## src/rtl/if_fetch_unit_if.sv

```systemverilog
// Fetch-stage bus bundle: instruction-memory req/ack port plus the
// valid/ready + redirect port toward the decoder.
// master = fetch unit side, slave = environment (imem + decoder) side.
interface if_fetch_unit_if;
    // Instruction memory
    logic        imem_req;
    logic [31:0] imem_addr;
    logic        imem_ack;
    logic [31:0] imem_rdata;
    // Decoder
    logic        valid;
    logic        ready;
    logic [31:0] pc;
    logic [31:0] code;
    logic        jCe;
    logic [31:0] jAddr;

    modport master (
        output imem_req, imem_addr, valid, pc, code,
        input  imem_ack, imem_rdata, ready, jCe, jAddr
    );

    modport slave (
        input  imem_req, imem_addr, valid, pc, code,
        output imem_ack, imem_rdata, ready, jCe, jAddr
    );
endinterface

```

## src/rtl/if_fetch_unit.sv

```systemverilog
// Instruction-fetch stage: owns the PC, issues word fetches over a variable
// latency req/ack port, buffers {pc, code} pairs in a small FIFO and hands
// them to the decoder over valid/ready. A decoder redirect (jCe on an
// accepted instruction) flushes the stage and restarts fetch at jAddr.
// Optional: define IF_PERF_CNT_EN to add stall_cnt / redirect_cnt outputs.
module if_fetch_unit #(
    parameter logic [31:0] RESET_PC = 32'h0000_0000,
    parameter int unsigned QDEPTH   = 2
) (
    input  logic        clk,
    input  logic        rst,
`ifdef IF_PERF_CNT_EN
    output logic [31:0] stall_cnt,
    output logic [31:0] redirect_cnt,
`endif
    if_fetch_unit_if.master bus
);

    localparam int unsigned PW       = $clog2(QDEPTH);
    localparam logic [PW:0] LP_DEPTH = (PW + 1)'(QDEPTH);

    typedef enum logic [1:0] {StIdle, StWait, StDrop} state_e;

    state_e        r_state;
    state_e        w_state_next;

    logic [31:0]   r_fetch_pc;
    logic [31:0]   w_fetch_pc_next;
    logic [31:0]   r_imem_addr;
    logic [31:0]   w_imem_addr_next;
    logic          w_new_req;

    logic [31:0]   r_fifo_pc   [QDEPTH];
    logic [31:0]   r_fifo_code [QDEPTH];
    logic [PW-1:0] r_rd_ptr;
    logic [PW-1:0] r_wr_ptr;
    logic [PW:0]   r_count;
    logic [PW:0]   w_count_after;

    logic          w_valid;
    logic          w_pop;
    logic          w_redirect;
    logic          w_push;
    logic          w_room;
    logic [31:0]   w_target;

    assign w_valid       = (r_count != '0);
    assign w_pop         = w_valid && bus.ready;
    assign w_redirect    = bus.jCe && w_pop;
    assign w_push        = bus.imem_ack && (r_state == StWait) && !w_redirect;
    // Room includes the request about to be issued, so an ack never finds the FIFO full.
    assign w_count_after = r_count - (PW + 1)'(w_pop) + (PW + 1)'(w_push);
    assign w_room        = (w_count_after < LP_DEPTH);
    assign w_target      = {bus.jAddr[31:2], 2'b00};

    // State register
    always_ff @(posedge clk) begin
        if (rst) begin
            r_state <= StIdle;
        end else begin
            r_state <= w_state_next;
        end
    end

    // Next-state logic
    always_comb begin
        w_state_next = r_state;
        unique case (r_state)
            StIdle: begin
                if (w_redirect || w_room) begin
                    w_state_next = StWait;
                end
            end
            StWait: begin
                if (w_redirect) begin
                    // Outstanding request must still complete; its data is thrown away.
                    w_state_next = bus.imem_ack ? StWait : StDrop;
                end else if (bus.imem_ack) begin
                    w_state_next = w_room ? StWait : StIdle;
                end
            end
            StDrop: begin
                // Without an ack a redirect only retargets fetch_pc and we keep draining.
                if (bus.imem_ack) begin
                    w_state_next = (w_redirect || w_room) ? StWait : StIdle;
                end
            end
            default: w_state_next = StIdle;
        endcase
    end

    // Outputs toward memory and decoder
    always_comb begin
        bus.imem_req  = (r_state != StIdle);
        bus.imem_addr = r_imem_addr;
        bus.valid     = w_valid;
        bus.pc        = w_valid ? r_fifo_pc[r_rd_ptr]   : 32'h0;
        bus.code      = w_valid ? r_fifo_code[r_rd_ptr] : 32'h0;
    end

    // Next fetch address; a new request is launched whenever we enter WAIT
    // without a request still outstanding.
    always_comb begin
        w_fetch_pc_next = r_fetch_pc;
        if (w_redirect) begin
            w_fetch_pc_next = w_target;
        end else if (w_push) begin
            w_fetch_pc_next = r_fetch_pc + 32'd4;
        end
        w_new_req        = (w_state_next == StWait) && ((r_state != StWait) || bus.imem_ack);
        w_imem_addr_next = w_new_req ? w_fetch_pc_next : r_imem_addr;
    end

    // PC and request address registers
    always_ff @(posedge clk) begin
        if (rst) begin
            r_fetch_pc  <= RESET_PC;
            r_imem_addr <= RESET_PC;
        end else begin
            r_fetch_pc  <= w_fetch_pc_next;
            r_imem_addr <= w_imem_addr_next;
        end
    end

    // FIFO pointers and occupancy; a redirect consumes the head and flushes the rest
    always_ff @(posedge clk) begin
        if (rst || w_redirect) begin
            r_rd_ptr <= '0;
            r_wr_ptr <= '0;
            r_count  <= '0;
        end else begin
            if (w_push) begin
                r_wr_ptr <= r_wr_ptr + PW'(1);
            end
            if (w_pop) begin
                r_rd_ptr <= r_rd_ptr + PW'(1);
            end
            r_count <= w_count_after;
        end
    end

    // FIFO storage
    always_ff @(posedge clk) begin
        if (w_push) begin
            r_fifo_pc[r_wr_ptr]   <= r_imem_addr;
            r_fifo_code[r_wr_ptr] <= bus.imem_rdata;
        end
    end

`ifdef IF_PERF_CNT_EN
    logic [31:0] r_stall_cnt;
    logic [31:0] r_redirect_cnt;

    // Decoder back-pressure cycles and taken redirects
    always_ff @(posedge clk) begin
        if (rst) begin
            r_stall_cnt    <= 32'h0;
            r_redirect_cnt <= 32'h0;
        end else begin
            if (w_valid && !bus.ready) begin
                r_stall_cnt <= r_stall_cnt + 32'd1;
            end
            if (w_redirect) begin
                r_redirect_cnt <= r_redirect_cnt + 32'd1;
            end
        end
    end

    assign stall_cnt    = r_stall_cnt;
    assign redirect_cnt = r_redirect_cnt;
`endif

endmodule

```

## src/flat_wrapper.sv

```systemverilog
// flat-port wrapper written by rule: the top's interface ports become plain ports
module if_fetch_unit_flat 
#(
    parameter logic [31:0] RESET_PC = 32'h0000_0000,
    parameter int unsigned QDEPTH   = 2
)
  (clk, rst, bus_imem_req, bus_imem_addr, bus_valid, bus_pc, bus_code, bus_imem_ack, bus_imem_rdata, bus_ready, bus_jCe, bus_jAddr);
  if_fetch_unit_if bus_i ();
  input  logic clk;
  input  logic rst;
  output wire logic [$bits(bus_i.imem_req)-1:0] bus_imem_req;
  output wire logic [$bits(bus_i.imem_addr)-1:0] bus_imem_addr;
  output wire logic [$bits(bus_i.valid)-1:0] bus_valid;
  output wire logic [$bits(bus_i.pc)-1:0] bus_pc;
  output wire logic [$bits(bus_i.code)-1:0] bus_code;
  input wire logic [$bits(bus_i.imem_ack)-1:0] bus_imem_ack;
  input wire logic [$bits(bus_i.imem_rdata)-1:0] bus_imem_rdata;
  input wire logic [$bits(bus_i.ready)-1:0] bus_ready;
  input wire logic [$bits(bus_i.jCe)-1:0] bus_jCe;
  input wire logic [$bits(bus_i.jAddr)-1:0] bus_jAddr;
  assign bus_imem_req = bus_i.imem_req;
  assign bus_imem_addr = bus_i.imem_addr;
  assign bus_valid = bus_i.valid;
  assign bus_pc = bus_i.pc;
  assign bus_code = bus_i.code;
  assign bus_i.imem_ack = bus_imem_ack;
  assign bus_i.imem_rdata = bus_imem_rdata;
  assign bus_i.ready = bus_ready;
  assign bus_i.jCe = bus_jCe;
  assign bus_i.jAddr = bus_jAddr;
  if_fetch_unit #(.RESET_PC(RESET_PC), .QDEPTH(QDEPTH)) u_core (.clk(clk), .rst(rst), .bus(bus_i));
endmodule
```

## config.mk

```make
export PLATFORM = sky130hd
export DESIGN_NAME = if_fetch_unit_flat
export DESIGN_NICKNAME = d
export VERILOG_FILES = /design/src/rtl/if_fetch_unit_if.sv /design/src/rtl/if_fetch_unit.sv /design/src/flat_wrapper.sv
export SDC_FILE = /design/constraint.sdc
export NUM_CORES = 1
export LEC_CHECK = 0
export CAP_MARGIN = 40
export CORE_MARGIN = 1
export CORE_UTILIZATION = 40
export CTS_CLUSTER_DIAMETER = 60
export DETAILED_ROUTE_END_ITERATION = 12
export PLACE_DENSITY_LB_ADDON = 0.12
export SETUP_SLACK_MARGIN = 0.4
export SLEW_MARGIN = 0
export SYNTH_ARGS = -nofsm -noshare
export SYNTH_HDL_FRONTEND = slang
export SYNTH_SLANG_ARGS = --single-unit
```

## constraint.sdc

```tcl
create_clock -name clk -period 8 [get_ports clk]
set_input_delay 1.6 -clock clk [delete_from_list [all_inputs] [get_ports clk]]
set_output_delay 1.6 -clock clk [all_outputs]
set_load 0.05 [all_outputs]
```

# Word level (Yosys, flattened, before mapping)
# Memory sizes are Yosys's and may differ from the RTL's. A register that Yosys moved wholly into a read port is not among the register bits.
# Index checks and enable logic that the tools add are counted.
[op_classes]
n_mux = 18
addsub = 5
n_eq_ne = 4
magnitude_cmp = 1
n_reduce_logical = 12
[ops]
columns = ["cell", "n"]
rows = [
  ["32-bit two-way mux", 4],
  ["32-bit by 3-bit adder with 32-bit output (second input constant)", 1],
  ["2-bit two-way mux", 5],
  ["1-bit two-way mux", 8],
  ["2-bit case mux with 3 select lines", 1],
  ["1-bit logical AND", 5],
  ["2-bit by 1-bit == test with 1-bit output (second input constant)", 2],
  ["2-bit nonzero test", 2],
  ["1-bit logical OR", 3],
  ["1-bit adder (second input constant)", 2],
  ["2-bit by 1-bit adder with 2-bit output", 1],
  ["2-bit == test (second input constant)", 1],
  ["2-bit logical NOT", 1],
  ["2-bit less-than comparator (second input constant)", 1],
  ["2-bit by 1-bit inequality test with 1-bit output (second input constant)", 1],
  ["2-bit by 1-bit subtractor with 2-bit output", 1],
  ["1-bit logical NOT", 1],
]
[totals]
reg_bits = 70
ram_bits = 128
in_bits = 69
word_cells = 48
n_memories = 2
out_inout_bits = 98
[mem_list]
columns = ["memory", "depth", "word_bits", "rd", "rd_ports_with_merged_regs", "wr", "line_no", "text"]
rows = [
  ["u_core.r_fifo_code", 2, 32, 1, 1, 1, "if_fetch_unit.sv:34", "logic [31:0] r_fifo_code [QDEPTH];"],
  ["u_core.r_fifo_pc", 2, 32, 1, 1, 1, "if_fetch_unit.sv:33", "logic [31:0] r_fifo_pc [QDEPTH];"],
]

# Longest topological paths before layout
# Gate-level depths: netlist of the first run.
[logic_depth]
depth_word = 13
ltp_mapped = 13
mapped_depth_nobuf = 11

# Worst setup path before layout of the first run
# No wires, ideal clock.
[synth_path]
path_type = "input -> register"
startpoint = "input bus_ready"
endpoint = "memory u_core.r_fifo_code[0][0], enable pin"
path_buffers = 2
setup_time_ns = 0.564
arrival_time_ns = 6.571
slack_ns = 0.865
required_time_ns = 7.436
cell_stages = 4
cell_sequence = "o211a_1 > clkbuf_1 > buf_1 > nor3_1"
[synth_between]
elab_chain_cells = 6
[synth_lines]
columns = ["element", "line_no", "text"]
rows = [
  ["start: declaration", "flat_wrapper.sv:18", "input wire logic [$bits(bus_i.ready)-1:0] bus_ready;"],
  ["1-bit logical AND", "if_fetch_unit.sv:48", "assign w_pop = w_valid && bus.ready;"],
  ["1-bit logical AND", "if_fetch_unit.sv:49", "assign w_redirect = bus.jCe && w_pop;"],
  ["1-bit logical NOT", "if_fetch_unit.sv:50", "assign w_push = bus.imem_ack && (r_state == StWait) && !w_redirect;"],
  ["1-bit logical AND", "if_fetch_unit.sv:50", ""],
  ["1-bit two-way mux", "if_fetch_unit.sv:144", "if (w_push) begin"],
  ["1-bit two-way mux (not written as such)", "if_fetch_unit.sv:146", "r_fifo_code[r_wr_ptr] <= bus.imem_rdata;"],
  ["end: declaration", "if_fetch_unit.sv:34", ""],
]
# No other way between the ends.

# Worst setup path after layout of the first run
[layout_path]
startpoint = "input bus_ready"
endpoint = "register u_core.r_imem_addr[21], in the netlist u_core.bus.imem_addr[21]"
[layout_between]
elab_chain_cells = 12
elab_cells_between_ends = 19
classes_between = "2 x add/sub; 1 x order compare; 1 x eq/ne; 9 x mux; 6 x reduce/logical"
[layout_lines]
columns = ["element", "line_no", "text"]
rows = [
  ["1-bit logical AND (*)", "if_fetch_unit.sv:48", ""],
  ["parallel branches: the longest is 11 deep, another holds 2-bit by 1-bit subtractor with 2-bit output", "--", ""],
  ["end signal: assignment", "if_fetch_unit.sv:121", "r_imem_addr <= w_imem_addr_next;"],
  ["end: declaration", "if_fetch_unit.sv:29", "logic [31:0] r_imem_addr;"],
]
# Mark *: on every way between the ends.
# A chain may end at the register's enable or synchronous reset.

==> results.md, run 1 <==
* Status: completed
* Seq cells post-synth at 199
* Overall Power at 3.85 mW
* Total CTS buffers at 17
* Post-synth EDFFs at 128
* Core area at 20200 µm²
* Post-CTS Resized at 0
* Slowest cell delay on critical path at 690 ps
* Mapped Cells at 684
* Cell Chain, Critical Path: clkdlybuf4s50_1 -> o211a_1 -> buf_4 -> nor2_1 -> ha_1 -> xnor3_1 -> o22ai_1 -> or2_1 -> buf_4 -> nor2_1 -> a221oi_1
* Area of all placed cells without fillers at ~11000 µm²
* WS Path Type: in -> reg
* Worst Path Arrival at approximately 4800 ps
* Remaining Overflow, GRT at 0
* Mapped Nets at 756
* Antenna fix cells at 0
* Pre-antenna DRT Iters at 4
* Clk root buf: clkbuf_16
* Most common cell after layout, fill and taps aside: clkdlybuf4s50_1
* Setup Fix Bufs, Post-CTS at 0
* Hold_buf cts at 0
* First-pass GRT wire length at between 30000 and 40000 µm
* Synth warn at 0
* Worst EP required at around 8300 ps
* Setup slack after layout at 3550 ps
* Crit path to: u_core.bus.imem_addr[21]
* Final hold viol count at 0
* Final layout net count at 910
* Layout Utilization at 53.6%
* Largest net degree at the start of global routing at between 60 and 70
* Post-route ant nets at 0
* WHS at 434 ps
* Slowest CP cell: or2_1
* Layout cells sized above 1 at 7.76%
* Final GP Congestion at about 0.86
* Initial antenna violation count at 0
* Detailed Route Iter0 Violations at 324
* Via-per-instance ratio at 5.18
* Synth async-reset ratio at 0%
* Reg clk slew, reported paths at roughly 70 ps
* Final setup fails at 0
* Critical Path Source: bus_ready
* Synth cell types at 61
* Cell Pwr Density at 356 nW/µm²
* WL final at 19100 µm
* Syn avg cell area at 12.0 µm²
* DR vias at 5803
* Min-Delay Path Class: reg -> reg
* Relative slew slack at between 40% and 50%
* All-layer global routing usage at between 10% and 20%
* Seq/Total Area, Yosys at between 60% and 70%
* Drt wl/cell at 17.1 µm
* Final Non-Filler Cells at 1121
* Vias in the first global route at 5651
* Die Wd at around 150 µm
* Primary FF master, synth: edfxtp_1
* R2r setup slk at ~4800 ps
* Area delta synth->final at 31.7%
* Critical R2R Launch: u_core.r_count[1]
* IO Port Bufs at 164
* Leakage power at 3.68 nW
* CP Depth at 11
* Cell area after synthesis at ~8200 µm²
* Die footprint at roughly 21000 µm²
* IO Pins at 167
* # H-tree levels at 4
* VDD IR max at 155 µV
* DP Worst Slack at around 3100 ps
* Crit path time final at 4450 ps
* Tcrit/Tclk final at 55.6%
* Max cap viols at 0
* Worst-Skew Late Latency at 430 ps
* Setup TNS at 0 ps
* Endpoint class of the critical path: flop
* Max Slew Vio Count at 0
* Drt drc at 0
* Rows at 52
* Clk buf depth at 2
* Most frequent cells in the layout: clkdlybuf4s50_1, edfxtp_1, nor2_1
* Starting Density at between 40% and 50%
* Worst R2R Path Depth at 12
* Bufs and invs on worst path at 3
* R2r endpoint: u_core.bus.imem_addr[21]
* CTS tree: built
* Final Skew at 8.66 ps
* Dpl cell area at between 10000 and 15000 µm²
* Placed Cells at 1089
* CP Launch Type: input port
* DIE HEIGHT at 145 µm
* Fmax at 225 MHz
* CTS Sinks at approximately 200
* RSZ-0062 raised after global routing: no
* HPWL Detailed at 12800 µm
* Top delay family on crit path: buffers and inverters
* CP max FO at 30
* Slew at the pin closest to its max-slew limit at 835 ps
[power by group]
group | internal, mW | switching, mW | total (mW)
logic | 0.504 | 0.992 | 1.50
registers | 1.30 | 0.129 | 1.43
clock network | 0.533 | 0.394 | 0.927
total | 2.34 | 1.51 | 3.85
[synthesized netlist by cell type, types with 3 or more instances]
library cell / count / area share [%]
and3_1: 7 / 0.53
xor2_1: 9 / 0.96
nor3_1: 27 / 1.6
nor2_1: 112 / 5.1
inv_1: 12 / 0.55
xnor2_1: 6 / 0.64
buf_1: 10 / 0.46
clkbuf_1: 28 / 1.3
and2_1: 7 / 0.53
nand2_1: 22 / 1.0
or3_1: 6 / 0.46
buf_2: 3 / 0.18
a21oi_1: 20 / 1.2
a211oi_1: 4 / 0.37
o31ai_1: 4 / 0.37
a31o_2: 8 / 0.85
o211ai_1: 4 / 0.37
nor4_1: 10 / 0.76
ha_1: 3 / 0.46
edfxtp_1: 128 / 47
mux2i_1: 69 / 8.4
nand3_1: 31 / 1.9
nand4_1: 17 / 1.3
nand4b_1: 3 / 0.32
o21ai_0: 15 / 0.91
dfxtp_1: 71 / 17
o41ai_1: 9 / 0.96
[worst register-to-register path, cell delays in order, from the launching register on]
cell and delay [ps]:
dfxtp_1 370, nor2_4 130, inv_1 70, and2_1 180
ha_1 290, inv_1 60, ha_1 180, xnor3_1 220
o22ai_1 210, or2_1 690, buf_4 420, nor2_1 70
a221oi_1 250
[how the worst min path moves through the flow]
| stage | start | end | slack, ps | cells after the start |
|---|---|---|---|---|
| finish | u_core.r_fetch_pc[0] | u_core.r_fetch_pc[0] | 430 | 2 |
| global route | u_core.r_fetch_pc[0] | u_core.r_fetch_pc[0] | 480 | 2 |
| CTS | u_core.r_fetch_pc[0] | u_core.r_fetch_pc[0] | 440 | 2 |
| detailed placement | u_core.r_fetch_pc[0] | u_core.r_fetch_pc[0] | 420 | 2 |
| global placement | u_core.r_fetch_pc[0] | u_core.r_fetch_pc[0] | 420 | 2 |
| floorplan | u_core.r_fetch_pc[0] | u_core.r_fetch_pc[0] | 400 | 2 |
[registers in the layout, summed over array words and instances, names as in the netlist, named ones only]
signal                flops
u_core.r_wr_ptr           1
u_core.r_fifo_pc         64
u_core.bus.imem_addr     32
u_core.r_fifo_code       64
u_core.r_count            2
u_core.r_fetch_pc        32
u_core.r_rd_ptr           1
u_core.r_state            2
[final cells by class]
class | count | area, µm²
sequential | 199 | 5270
clock inverter | 15 | 213
timing repair buffer | 177 | 1770
fill | 1768 | 9350
tap | 270 | 338
clock buffer | 17 | 425
inverter | 12 | 45.0
multi-input combinational | 431 | 2760
[routing by layer]
layer	track usage, %	part of all wire, %	routed length (µm)	up-vias
li1	-	-	-	2837
met5	0	0	0	-
met4	6.58	1.3	252	0
met2	30.9	49	9360	184
met3	3.33	4.8	909	14
met1	24.1	45	8590	2768
[cells by family (layout without fill, tap and decap cells)]
logic type	count (synthesis)	count (layout)	share of synthesized area, %
AO/OA/AOI/OAI	83	83	6.99
multiplexers	71	71	8.68
flip-flops	199	199	64.1
XOR/XNOR	16	16	1.87
AND/OR/NAND/NOR	257	257	15.2
adder cells (fa/ha/maj)	4	4	0.579
buffers and inverters	54	221	2.56
Note: power is estimated with default switching activity, not from simulation.
==> inputs of run 2 (changes only) <==
Clock period 8 ns to 3.85 ns, I/O delays scaled along.
==> run 2 against run 1 <==
Effect of this change: via count increased by 2.3%; non-clock buffer count up 6; utilization is 0.24 points lower; power grew 100%; sequential cell count is the same; die area stayed put; clock power is 79% higher; combinational power grew 110%; critical path type is now reg -> out; critical endpoint is now bus_pc[25]; largest cell class unchanged; highest routed layer unchanged.
==> results.md, run 2 (same netlist as run 1, synthesis figures left out) <==
* Hold Path Stages at 2
* Vias in the first global route at 5873
* Starting Density at approximately two fifths
* Pre-antenna DRT Iters at 5
* Slowest CP cell: clkdlybuf4s50_1
* Status: completed
* Area delta synth->final at 31.1%
* Cell Pwr Density at 723 nW/µm²
* Biggest regs: u_core.r_fifo_code (64), u_core.r_fifo_pc (64)
* # H-tree levels at 4
* Max Slew Vio Count at 0
* Slew at the pin closest to its max-slew limit at 726 ps
* Relative slew slack at between 50% and 60%
* RSZ-0062 raised after global routing: no
* Post-route ant nets at 0
* Die Wd at 145 µm
* Drt wl/cell at approximately 17 µm
* HPWL Detailed at approximately 13000 µm
* Setup slack after layout at around 560 ps
* Worst-Skew Late Latency at 430 ps
* Final hold viol count at 0
* All-layer global routing usage at 18.9%
* IO Port Bufs at 164
* Most frequent cells in the layout: clkdlybuf4s50_1, edfxtp_1, nor2_1
* VDD IR max at 427 µV
* Slowest cell delay on critical path at ~850 ps
* Net Sw Power at approximately 3.2 mW
* R2r setup slk at about 1100 ps
* CP Launch Type: flop
* Fillers at 1739
* Clk buf depth at 2
* Worst Path Arrival at 2520 ps
* Bufs and invs on worst path at 2
* Area occupied by registers at around 5300 µm²
* Rows at 52
* DIE HEIGHT at 145 µm
* Final GP Congestion at 0.887
* IO Pins at approximately 170
* Largest net degree at the start of global routing at 65
* Core area at 20200 µm²
* Drt drc at 0
* DP Worst Slack at around 440 ps
* Cell Chain, Critical Path: buf_4 -> mux2i_1 -> nor2_1 -> clkdlybuf4s50_1
* Part of the power in registers at 38.4%
* Total CTS buffers at 17
* CP max FO at 24
* Worst Hold End: u_core.r_fetch_pc[0]
* Antenna fix cells at 0
* R2r endpoint: u_core.bus.imem_addr[22]
* Worst R2R Path Depth at 11
* Sw frac at between 40 and 50%
* Hold_buf cts at 0
* Tcrit/Tclk final at about 86%
* Post-CTS Resized at 0
* DR vias at 5936
* Worst EP required at about 3100 ps
* Setup TNS at 0 ps
* First-pass GRT wire length at 31300 µm
* Final layout net count at around 920
* Top delay family on crit path: buffers and inverters
* Initial antenna violation count at 0
* Clk root buf: clkbuf_16
* Endpoint class of the critical path: output port
* WS Path Type: reg -> out
* Multi-input gate area at 2760 µm²
* Detailed Route Iter0 Violations at ~290
* Crit path time final at between 3000 and 4000 ps
* Overall Power at 7.78 mW
* Remaining Overflow, GRT at 0
* Final setup fails at 0
* Die footprint at approximately 21000 µm²
* Hold Startpoint: u_core.r_fetch_pc[0]
* Reg clk slew, reported paths at 70 ps
* Fmax at 304 MHz
* Final Skew at about 13 ps
* Via-per-instance ratio at ~5.3
* Setup Fix Bufs, Post-CTS at 0
* CTS Sinks at slightly below 200
* WL final at 19600 µm
* Layout cells sized above 1 at about 8.4%
* Critical R2R Launch: u_core.r_count[1]
* Power Internal at roughly 4.6 mW
* Leakage power at between 3 and 4 nW
* CTS tree: built
* Most common cell after layout, fill and taps aside: clkdlybuf4s50_1
* Max cap viols at 0
* Min-Delay Path Class: reg -> reg
* Clock power frac at a little over a fifth
* Combinational Power Share at about two fifths
==> run 2: changes by cell type in the layout (fill, tap and decap cells not counted), sizes merged <==
cell,delta
bufinv,-4
clkinvlp,+3
buf,+6
clkbuf,+1
==> run 2: stage by stage <==
stage	hold slack, ps	instance area, µm²	utilization (%)	cells
final	436	10800	53.4	1127
after global routing	468	10800	53.4	1127
after CTS	437	10800	53.4	1127
after floorplan	405	8230	-	684
after detailed placement	419	10200	50.7	1095
after global placement	416	10200	50.7	1095
==> run 2: worst max-delay path by stage <==
stage                                    end  cells after the start  slack (ps)      start
detailed placement  u_core.bus.imem_addr[21]                     11         440  bus_ready
global route                      bus_pc[25]                      4         430       flop
CTS                               bus_pc[25]                      4         500       flop
global placement    u_core.bus.imem_addr[21]                     11         540  bus_ready
finish                            bus_pc[25]                      4         560       flop
floorplan           u_core.r_fifo_code[1][0]                      5         400  bus_ready
==> run 2: metal layers <==
metal,vias to the layer above,part of all wire [%],GRT usage [%]
li1,2845,-,-
met1,2891,46,25.1
met2,182,48,31.3
met3,18,4.9,3.52
met4,0,1.3,6.16
met5,-,0,0
==> run 2: layout make-up <==
type | count | area share (%)
well taps | 270 | 3.14
inverters | 12 | 0.418
flip-flops and latches | 199 | 48.9
multi-input cells | 431 | 25.6
clock buffers | 18 | 3.98
clock inverters | 14 | 1.05
repair buffers | 183 | 16.9
==> run 2: worst reg2reg max path: cells and delay by family, from the launching register on <==
family	cells	cell delay, ps
simple gates	3	610
compound gates	2	540
flops	1	380
buf+inv	3	370
xor+xnor	1	240
fa+ha+maj	2	510
==> run 2: power groups by stage <==
stage               clock [mW]  sequential [mW]  combinational, mW
floorplan                    0             3.22               1.87
global placement             0             3.02               3.12
detailed placement           0             3.04               3.15
CTS                       1.70             2.99               3.17
global route              1.78             3.04               3.33
finish                    1.66             2.99               3.14
==> variant (flow settings as in run 1) <==
`QDEPTH` is set to 2 in 2 places; all go to 4.
--- a/src/rtl/if_fetch_unit.sv
+++ b/src/rtl/if_fetch_unit.sv
@@ -7,3 +7,3 @@
     parameter logic [31:0] RESET_PC = 32'h0000_0000,
-    parameter int unsigned QDEPTH   = 2
+    parameter int unsigned QDEPTH   = 4
 ) (
--- a/src/flat_wrapper.sv
+++ b/src/flat_wrapper.sv
@@ -4,3 +4,3 @@
     parameter logic [31:0] RESET_PC = 32'h0000_0000,
-    parameter int unsigned QDEPTH   = 2
+    parameter int unsigned QDEPTH   = 4
 )
Behaviour: not the same (a bounded check fails within 4 cycles, from zero or initial values and one cycle with rst high).
==> variant against run 1 <==
Routed wire length increased by 50%; global-route usage decreased by 0.98 points; die area increased by 59%; synthesized area increased by 60%; sequential cell count increased by 132; setup slack got worse by 290 ps; design area increased by 53%; power increased by 60%; largest power group is now registers.
==> variant: results (changes against run 1) <==
- Total routing resource utilization after global routing: 17.5% (-0.98 points)
- Layout clock area frac: 7.17% (+1.3 points)
- Pleak: 5.37 nW (+46%)
- Placed standard-cell area: 15,300 um2 (+50%)
- Power consumption: 6.18 mW (+60%)
- H-tree levels: 2 (-2)
- Fraction of layout cells with a size suffix above 1: 14.5% (+6.7 points)
- Number of buffers between clock root and the deepest sink: 3 (+1)
- Count of inverters other than clock inverters in the layout: 11 (-1)
- Pre-CTS setup slack: 2830 ps (-270 ps)
- First DRT Iteration DRCs: 439 (+35%)
- Routing usage on met2: 28.3% (-2.6 points)
- Biggest regs: u_core.r_fifo_code (128), u_core.r_fifo_pc (128)
- Maximum resistive drop on vdd: 0.000159 V (+2.5%)
- Power in the clock group: 1.64 mW (+77%)
- Result of the run: finished clean
- Overall routed net length: 28,700 um (+50%)
- Register area share after synthesis: 69.8% (+5.7 points)
- Met2 Routed Length: 13,500 um (+44%)
- Post-synthesis share of cell area spent on full adders, half adders and majority gates: 0.723% (+0.14 points)
- Share of final layout cell area taken by non-clock buffers: 10.8% (-5.6 points)
- Number of synthesized flops with an enable pin: 256 (+100%)
- TritonCTS sink count: 331 (+66%)
- Later-pin clock latency in the skew report: 520 ps (+90 ps)
- Post-synthesis mux area share: 11.3% (+2.7 points)
- Largest net degree at the start of global routing: 80 (+23%)
- Number of global-route vias before repair: 7,779 (+38%)
- Clock buffers created by TritonCTS: 37 (+20)
- Register area: 9200 um2 (+75%)
- Met1 wire length: 13,400 um (+56%)
- Clock buf count: 51 (+34)
- Combinational fraction of design power: 36.6% (-2.3 points)
- Switching power: 2.27 mW (+50%)
- Top fanout value on the critical path: 23 (-23%)
- Ranking of synthesized cells by area: sky130_fd_sc_hd__edfxtp_1, sky130_fd_sc_hd__dfxtp_1, sky130_fd_sc_hd__mux4_2
- Final net count: 1,050 (+15%)
- Worst setup skew after layout: 16.3 ps (+7.63 ps)
- Delay contributed by the slowest stage of the critical path: 710 ps (+20 ps)
- XOR/XNOR Fraction of Synth Area: 0.970% (-0.90 points)
- Met1 Use GR: 24.4% (+0.38 points)
- Total length of routed met3 wires: 1400 um (+54%)
- Non-filler instance count after layout: 1,444 (+29%)
- Multi-In Gates: 417 (-3.2%)
- Post-DP HPWL: 17,200 um (+34%)
- Final Wtd Congestion: 0.765 (-11%)
- Fraction of standard cell area in multi-input logic: 22.7% (-2.7 points)
- Yosys Warn Count: 0 (unchanged)
- Data arrival time of the worst path: 3140 ps (-1640 ps)
- Slowest library cell on the worst path: sky130_fd_sc_hd__clkdlybuf4s50_1
- Library cells used by synthesis: 48 (-21%)
==> variant: cell count changes after synthesis, moves of 13 or more <==
cell | run 1 | this run
sky130_fd_sc_hd__mux2i_1 | 69 | 5
sky130_fd_sc_hd__mux4_2 | 0 | 64
sky130_fd_sc_hd__a21oi_1 | 20 | 7
sky130_fd_sc_hd__nand3b_1 | 1 | 25
sky130_fd_sc_hd__nand3_1 | 31 | 12
sky130_fd_sc_hd__and2_1 | 7 | 69
sky130_fd_sc_hd__nor3_1 | 27 | 42
sky130_fd_sc_hd__edfxtp_1 | 128 | 256
sky130_fd_sc_hd__nor2_1 | 112 | 43
==> variant: path summary, 6_finish.rpt <==
path / start / endpoint / slack [ps] / cells after the start
worst min register to register: u_core.r_fetch_pc[1] / u_core.r_fetch_pc[1] / 460 / 1
worst max register to register: u_core.r_count[1] / u_core.bus.imem_addr[29] / 3720 / 12
worst min-delay path: u_core.r_fetch_pc[1] / u_core.r_fetch_pc[1] / 460 / 1
worst max-delay path: flop / bus_pc[26] / 3260 / 4
